--- src/rtl/decode.sv ---
// decode: LC3 instruction decode stage.
// Latches the fetched instruction once program memory data is valid, splits
// it into register/immediate/branch fields, starts execute with a one-cycle
// pulse and requests the next fetch after execute retires the instruction.
module decode #(
  parameter int MEM_LATENCY = 1
) (
  input  logic        clk,
  input  logic        rst_n,
  input  logic        decode_start,
  input  logic [15:0] pc_in,
  input  logic [15:0] mem_dout,
  input  logic        exe_done,
  output logic        fetch_start_out,
  output logic        exe_start,
  output logic [15:0] ir_out,
  output logic [3:0]  opcode_out,
  output logic [2:0]  dr_out,
  output logic [2:0]  sr1_out,
  output logic [2:0]  sr2_out,
  output logic        imm_mode_out,
  output logic [8:0]  offset9_out,
  output logic [2:0]  br_nzp_out,
  output logic [15:0] imm_out,
  output logic [15:0] npc_out,
  output logic        illegal_out,
  output logic        busy
);

  typedef enum logic [2:0] {
    S_BOOT  = 3'd0,
    S_IDLE  = 3'd1,
    S_WAIT  = 3'd2,
    S_ISSUE = 3'd3,
    S_EXEC  = 3'd4,
    S_DONE  = 3'd5,
    S_HALT  = 3'd6
  } state_t;

  localparam logic [1:0] LAT = MEM_LATENCY[1:0];

  localparam logic [3:0] OP_BR   = 4'h0;
  localparam logic [3:0] OP_ADD  = 4'h1;
  localparam logic [3:0] OP_LD   = 4'h2;
  localparam logic [3:0] OP_ST   = 4'h3;
  localparam logic [3:0] OP_JSR  = 4'h4;
  localparam logic [3:0] OP_AND  = 4'h5;
  localparam logic [3:0] OP_LDR  = 4'h6;
  localparam logic [3:0] OP_STR  = 4'h7;
  localparam logic [3:0] OP_RTI  = 4'h8;
  localparam logic [3:0] OP_LDI  = 4'hA;
  localparam logic [3:0] OP_STI  = 4'hB;
  localparam logic [3:0] OP_RSV  = 4'hD;
  localparam logic [3:0] OP_LEA  = 4'hE;
  localparam logic [3:0] OP_TRAP = 4'hF;

  state_t      r_state;
  logic [1:0]  r_cnt;
  logic [15:0] r_ir;
  logic [15:0] r_pc;
  logic        r_illegal;
  logic        r_exe_start;
  logic        r_fetch_start;
  logic        r_busy;
  logic [15:0] w_imm;

  // RTI is not supported by this core and 1101 is reserved.
  function automatic logic is_illegal_op(input logic [3:0] op);
    return (op == OP_RTI) || (op == OP_RSV);
  endfunction

  // Control FSM with registered pulse/busy outputs and IR/PC capture.
  always_ff @(posedge clk or negedge rst_n) begin
    if (!rst_n) begin
      r_state       <= S_BOOT;
      r_cnt         <= 2'd0;
      r_ir          <= 16'h0000;
      r_pc          <= 16'h0000;
      r_illegal     <= 1'b0;
      r_exe_start   <= 1'b0;
      r_fetch_start <= 1'b1;
      r_busy        <= 1'b0;
    end else begin
      r_exe_start   <= 1'b0;
      r_fetch_start <= 1'b0;
      case (r_state)
        S_BOOT: begin
          r_state <= S_IDLE;
          r_busy  <= 1'b0;
        end
        S_IDLE: begin
          if (decode_start) begin
            r_pc    <= pc_in;
            r_cnt   <= LAT;
            r_state <= S_WAIT;
            r_busy  <= 1'b1;
          end else begin
            r_busy  <= 1'b0;
          end
        end
        S_WAIT: begin
          r_cnt <= r_cnt - 2'd1;
          // Count of 1 (or a stray 0) means memory data is valid on this edge.
          if (r_cnt <= 2'd1) begin
            r_ir <= mem_dout;
            if (is_illegal_op(mem_dout[15:12])) begin
              r_state   <= S_HALT;
              r_illegal <= 1'b1;
              r_busy    <= 1'b0;
            end else begin
              r_state     <= S_ISSUE;
              r_exe_start <= 1'b1;
            end
          end else begin
            r_state <= S_WAIT;
          end
        end
        S_ISSUE: begin
          r_state <= S_EXEC;
        end
        S_EXEC: begin
          if (exe_done) begin
            r_state       <= S_DONE;
            r_fetch_start <= 1'b1;
          end else begin
            r_state <= S_EXEC;
          end
        end
        S_DONE: begin
          r_state <= S_IDLE;
          r_busy  <= 1'b0;
        end
        S_HALT: begin
          r_state <= S_HALT;
          r_busy  <= 1'b0;
        end
        default: begin
          r_state <= S_BOOT;
          r_busy  <= 1'b0;
        end
      endcase
    end
  end

  // Opcode-selected immediate extension of the latched instruction.
  always_comb begin
    w_imm = 16'h0000;
    case (r_ir[15:12])
      OP_ADD, OP_AND:
        w_imm = {{11{r_ir[4]}}, r_ir[4:0]};
      OP_BR, OP_LD, OP_LDI, OP_ST, OP_STI, OP_LEA:
        w_imm = {{7{r_ir[8]}}, r_ir[8:0]};
      OP_LDR, OP_STR:
        w_imm = {{10{r_ir[5]}}, r_ir[5:0]};
      OP_JSR: begin
        if (r_ir[11]) begin
          w_imm = {{5{r_ir[10]}}, r_ir[10:0]};
        end else begin
          w_imm = 16'h0000;
        end
      end
      OP_TRAP:
        w_imm = {8'h00, r_ir[7:0]};
      default:
        w_imm = 16'h0000;
    endcase
  end

  // The boot fetch request is held in a register that resets high; gating
  // with rst_n keeps it quiet while reset is asserted.
  assign fetch_start_out = r_fetch_start & rst_n;
  assign exe_start       = r_exe_start;
  assign busy            = r_busy;
  assign illegal_out     = r_illegal;

  assign ir_out       = r_ir;
  assign opcode_out   = r_ir[15:12];
  assign dr_out       = r_ir[11:9];
  assign sr1_out      = r_ir[8:6];
  assign sr2_out      = r_ir[2:0];
  assign imm_mode_out = r_ir[5];
  assign offset9_out  = r_ir[8:0];
  assign br_nzp_out   = r_ir[11:9];
  assign imm_out      = w_imm;
  assign npc_out      = r_pc + 16'd1;

endmodule

--- config.mk ---
export PLATFORM = sky130hd
export DESIGN_NAME = decode
export DESIGN_NICKNAME = d
export VERILOG_FILES = /design/src/rtl/decode.sv
export SDC_FILE = /design/constraint.sdc
export NUM_CORES = 1
export LEC_CHECK = 0
export ABC_AREA = 0
export CELL_PAD_IN_SITES_DETAIL_PLACEMENT = 0
export CELL_PAD_IN_SITES_GLOBAL_PLACEMENT = 2
export CORE_MARGIN = 2
export CORE_UTILIZATION = 40
export CTS_CLUSTER_DIAMETER = 120
export DETAILED_ROUTE_END_ITERATION = 6
export DONT_BUFFER_PORTS = 1
export GPL_TIMING_DRIVEN = 1
export MAX_ROUTING_LAYER = met4
export PLACE_DENSITY_LB_ADDON = 0.1
export REMOVE_ABC_BUFFERS = 1
export SLEW_MARGIN = 20
export SYNTH_ARGS = -nofsm -noshare
export SYNTH_HDL_FRONTEND = slang
export SYNTH_SLANG_ARGS = --single-unit
--- constraint.sdc ---
create_clock -name clk -period 2.6 [get_ports clk]
set_input_delay 0.13 -clock clk [delete_from_list [all_inputs] [get_ports clk]]
set_output_delay 0.13 -clock clk [all_outputs]
set_load 0.02 [all_outputs]
After elaboration in Yosys (flattened, before gate mapping)
Index checks and enable logic that the tools add are counted.

operators by class
  add/subtract/negate cells = 2
  order comparisons = 1
  eq/ne operators = 22
  muxes and demuxes = 18
  bitwise operators = 2
  reduce and logical (&&, ||, !) cells = 14

operators by type and width
  cell                     number
  $pmux W16 S5             1
  $eq A4 B4 Y1 const B     6
  $pmux W3 S6              1
  $add A16 B1 Y16 const B  1
  $eq A4 B3 Y1 const B     4
  $mux W16                 1
  $eq A3 B3 Y1 const B     3
  $mux W1                  9
  $mux W3                  3
  $eq A4 B2 Y1 const B     2
  $reduce_or A2 Y1         4
  $eq A3 B2 Y1 const B     2
  $ne A2 B2 Y1 const B     3
  $reduce_and A2 Y1        3
  $reduce_and A3 Y1        2
  $reduce_or A6 Y1         1
  $eq A4 B1 Y1 const B     1
  $logic_not A4 Y1         1
  $pmux W2 S2              1
  $eq A3 B1 Y1 const B     1
  $logic_not A3 Y1         1
  $pmux W1 S3              1
  $le A2 B1 Y1 const B     1
  $mux W2                  1
  other kinds (5)          5

storage, ports and cells
  flip-flop bits (word level) = 41
  bits of input ports = 36
  output and inout bits = 78
  logic and storage cells = 67

Depth between registers and ports, before layout
  depth after elaboration = 5
  depth in mapped cells = 6
  depth with buffers taken out = 6

Worst setup path after synthesis
No wires, ideal clock.

  path kind = reg-to-output
  start = register r_ir[15], in the netlist ir_out[15]
  end = output port imm_out[11]
  arrival time = 1.548 ns
  required time = 2.470 ns
  path slack = 0.922 ns
  cell stages (with the launch flop) = 6
  path buffers = 1
  cell sequence = dfrtp_1 -> nor2b_1 -> o32ai_1 -> a21o_1 -> a21o_1 -> buf_4

between the ends
  word-level cells in the longest chain between the ends = 3
  elaborated cells on any way between the ends = 16
  those cells by class = 11 x eq/ne; 1 x mux; 4 x reduce/logical

RTL lines
  item                                                         RTL line  RTL
  from (decl)                                                  59        logic [15:0] r_ir;
  from (signal assigned)                                       105       r_ir <= mem_dout;
  $eq A4 B2 Y1, or another cell as far along                   148       case (r_ir[15:12])
  $reduce_or A6 Y1 / $reduce_or A2 Y1 (equally long branches)  148
  $pmux W16 S5 *                                               148
  to (decl)                                                    24        output logic [15:0] imm_out,

Every way passes the cells marked *; elsewhere a longest branch is shown, timed or not.

Worst setup path after layout
  start = register r_ir[15], in the netlist ir_out[15]
  end = output port imm_out[10]

Same word-level chain as after synthesis.

==> results.sh <==
export IMPL_outcome="complete, no violations"
export IMPL_crit_required_ps=2470
export IMPL_die_height_um=81.03
export IMPL_grt_pass1_wl_mm=7.493
export IMPL_worst_slew_pin_slew_ps=647.5
export IMPL_crit_path_end_kind="output port"
export IMPL_synth_top_family_by_area="multiplexers"
export IMPL_power_leakage_nw=1.231
export IMPL_clock_fmax_mhz=449.4
export IMPL_final_max_slew_viol_count=0
export IMPL_finalInstanceArea_mm2=0.002709
export IMPL_clkLatencyLatePin_ps=290
export IMPL_finalHoldViolCount=0
export IMPL_placed_cell_area_mm2=0.002232
export IMPL_std_cell_rows=28
export IMPL_drt_iter0_markers=64
export IMPL_insertedDiodeCount=0
export IMPL_slew_headroom_pct=56.83
export IMPL_yosysSeqAreaShare_pct=43.28
export IMPL_critPathLaunchType="register"
export IMPL_worstPathMaxFanout=9
export IMPL_synth_compound_area_share_pct=6.853
export IMPL_fin_setup_tns_ps=0
export IMPL_grt_overflow_total=0
export IMPL_dr_pass1_iters=4
export IMPL_crit_type="reg2out"
export IMPL_cts_tree="yes"
export IMPL_via_per_inst=5.075
export IMPL_drc=0
export IMPL_fin_util_pct=46.58
export IMPL_post_cts_resized=0
export IMPL_avgSynthCellArea_um2=11.36
export IMPL_wirelength_mm=4.780
export IMPL_grt_pass1_vias=1551
export IMPL_clock_skew_ps=5.247
export IMPL_grt_max_degree=42
export IMPL_yosysWarnings=0
export IMPL_drive_gt1_share_pct=20.00
export IMPL_layout_nets=257
export IMPL_min_period_ps=2225
export IMPL_die_x_um=81.03
export IMPL_synthAdderAreaFrac_pct=1.054
export IMPL_die_area_mm2=0.006566
export IMPL_design_core_area_mm2=0.005816
export IMPL_whs_ps=47.07
export IMPL_vias=1497
export IMPL_fin_crit_sh_pct=85.59
export IMPL_ys_flop_type="dfrtp_1"
export IMPL_cts_root_buf="clkbuf_8"
export IMPL_cts_sinks=41
export IMPL_synth_cells=209
export IMPL_synthArstFlopShare_pct=100.0
export IMPL_setup_viol=0
export IMPL_globalplace_congestion=0.8128
export IMPL_ys_ff_latch=41
export IMPL_pin_count=114
export IMPL_peakVddDrop_mv=1.289
export IMPL_synth_edff_count=0
export IMPL_synthDistinctLibCells=39
export IMPL_syn_cell_area_mm2=0.002374
export IMPL_cts_inserted_buffers=5
export IMPL_finalPower_mw=4.090
export IMPL_hpwl_mm=3.266
export IMPL_maxCapViolations=0
export IMPL_area_growth_pct=14.13
export IMPL_antenna_left=0
export IMPL_cts_clk_slew_worst_paths_ps=80
export IMPL_netlist_area_leader_share_pct=42.17
export IMPL_antenna_found_initial=0
export IMPL_synth_area_top_cells="dfrtp_1 42%, mux2_4 11%, buf_4 10%"
export IMPL_mostFrequentLayoutCells="40 x dfrtp_1, 34 x dlygate4sd3_1, 18 x mux2_4"
export IMPL_synthMuxAreaShare_pct=17.55
export IMPL_rsz0062_at_grt="false"
export IMPL_portBuffers=0
export IMPL_p_per_area_mw_per_mm2=1510
export IMPL_clk_path_buf_depth=2
export IMPL_synth_top_area_cell="dfrtp_1"
export IMPL_synth_simple_area_share_pct=13.07
export IMPL_cts_htree_levels=2
export IMPL_min_path_type="in2reg"
export IMPL_arrival_ps=2100
export IMPL_wl_per_cell_um=16.20
export IMPL_start_util_pct=40.81
export IMPL_track_usage_pct=15.29
export IMPL_synth_xor_area_share_pct=5.535
export IMPL_layout_commonest_cell="dfrtp_1"
routing by layer:
metal | vias up | share of wire, % | GRT usage [%]
li1 | 703 | - | -
met1 | 730 | 45 | 18.94
met2 | 61 | 47 | 24.38
met3 | 3 | 7.7 | 5.667
met4 | 0 | 0.40 | 2.542
met5 | - | 0 | -
cell usage after synthesis (3+ instances only):
| cell | instances |
|---|---|
| a21o_1 | 7 |
| and2_1 | 7 |
| and3_1 | 3 |
| buf_4 | 33 |
| dfrtp_1 | 40 |
| inv_1 | 6 |
| mux2_1 | 6 |
| mux2_2 | 7 |
| mux2_4 | 18 |
| nand2_1 | 11 |
| nand2b_1 | 4 |
| nand3_1 | 8 |
| nor2_1 | 7 |
| nor3_1 | 3 |
| o21ai_0 | 5 |
| xnor2_1 | 10 |
| xor2_1 | 5 |
sequential cells by signal, summed over array words and instances, names as in the netlist:
name,flops
exe_start,1
r_fetch_start,1
r_state,3
busy,1
r_cnt,2
r_pc,16
illegal_out,1
ir_out,16
area by class of cell:
cell class	instances	area (µm²)
Fill cell	520	3107
Multi-Input combinational cell	126	1046
Sequential cell	41	1027
Timing Repair Buffer	39	402.9
Tap cell	75	93.84
Clock buffer	7	86.33
Clock inverter	1	30.03
Inverter	6	22.52
path summary, 6_finish.rpt:
check                                       startpoint                      end  slack [ps]  cells after the start
worst min register to register  r_state[0]$_DFFE_PN0P_  r_fetch_start$_DFF_PN1_         520                      1
worst min-delay path                          exe_done   r_state[0]$_DFFE_PN0P_          50                      2
max in group asynchronous                        rst_n  r_fetch_start$_DFF_PN1_        2040                      2
min in group asynchronous                        rst_n      r_pc[7]$_DFFE_PN0P_         310                      2
worst max register to register    r_cnt[0]$_DFFE_PN0P_   ir_out[14]$_DFFE_PN0P_         870                      5
worst max-delay path            ir_out[15]$_DFFE_PN0P_              imm_out[10]         370                      5
per-stage QoR:
stage                     setup WS [ps]  instances
after global placement            749.7        252
after CTS                         382.5        295
after global routing              249.1        295
after detailed placement          701.4        252
final                             374.7        295
after floorplan                   480.5        173
power by group:
part	internal [mW]	leakage, nW	switching (mW)	total, mW
Sequential	0.941	0.485	0.843	1.78
Combinational	0.744	0.687	1.04	1.78
Clock	0.313	0.0585	0.210	0.523
worst max-delay path, cell delays in order, from the launching register on:
cell	delay (ps)
dfrtp_1	600
nor2b_1	240
o32ai_1	340
a21o_1	220
a21o_1	90
buf_4	320
cells by family (layout without fill, tap and decap cells):
family | Yosys count | count (layout)
mux | 31 | 31
fa+ha+maj | 2 | 2
buf+inv | 42 | 53
simple gates | 55 | 55
xor+xnor | 15 | 15
compound gates | 23 | 23
flops | 41 | 41
repair_timing:
| item | 4_1_cts | 5_1_grt |
|---|---|---|
| hold endpoints to repair | 74 | 0 |
| hold buffers | 35 | 0 |
| setup buffers | 0 | 0 |
Note: power is estimated with default switching activity, not from simulation.
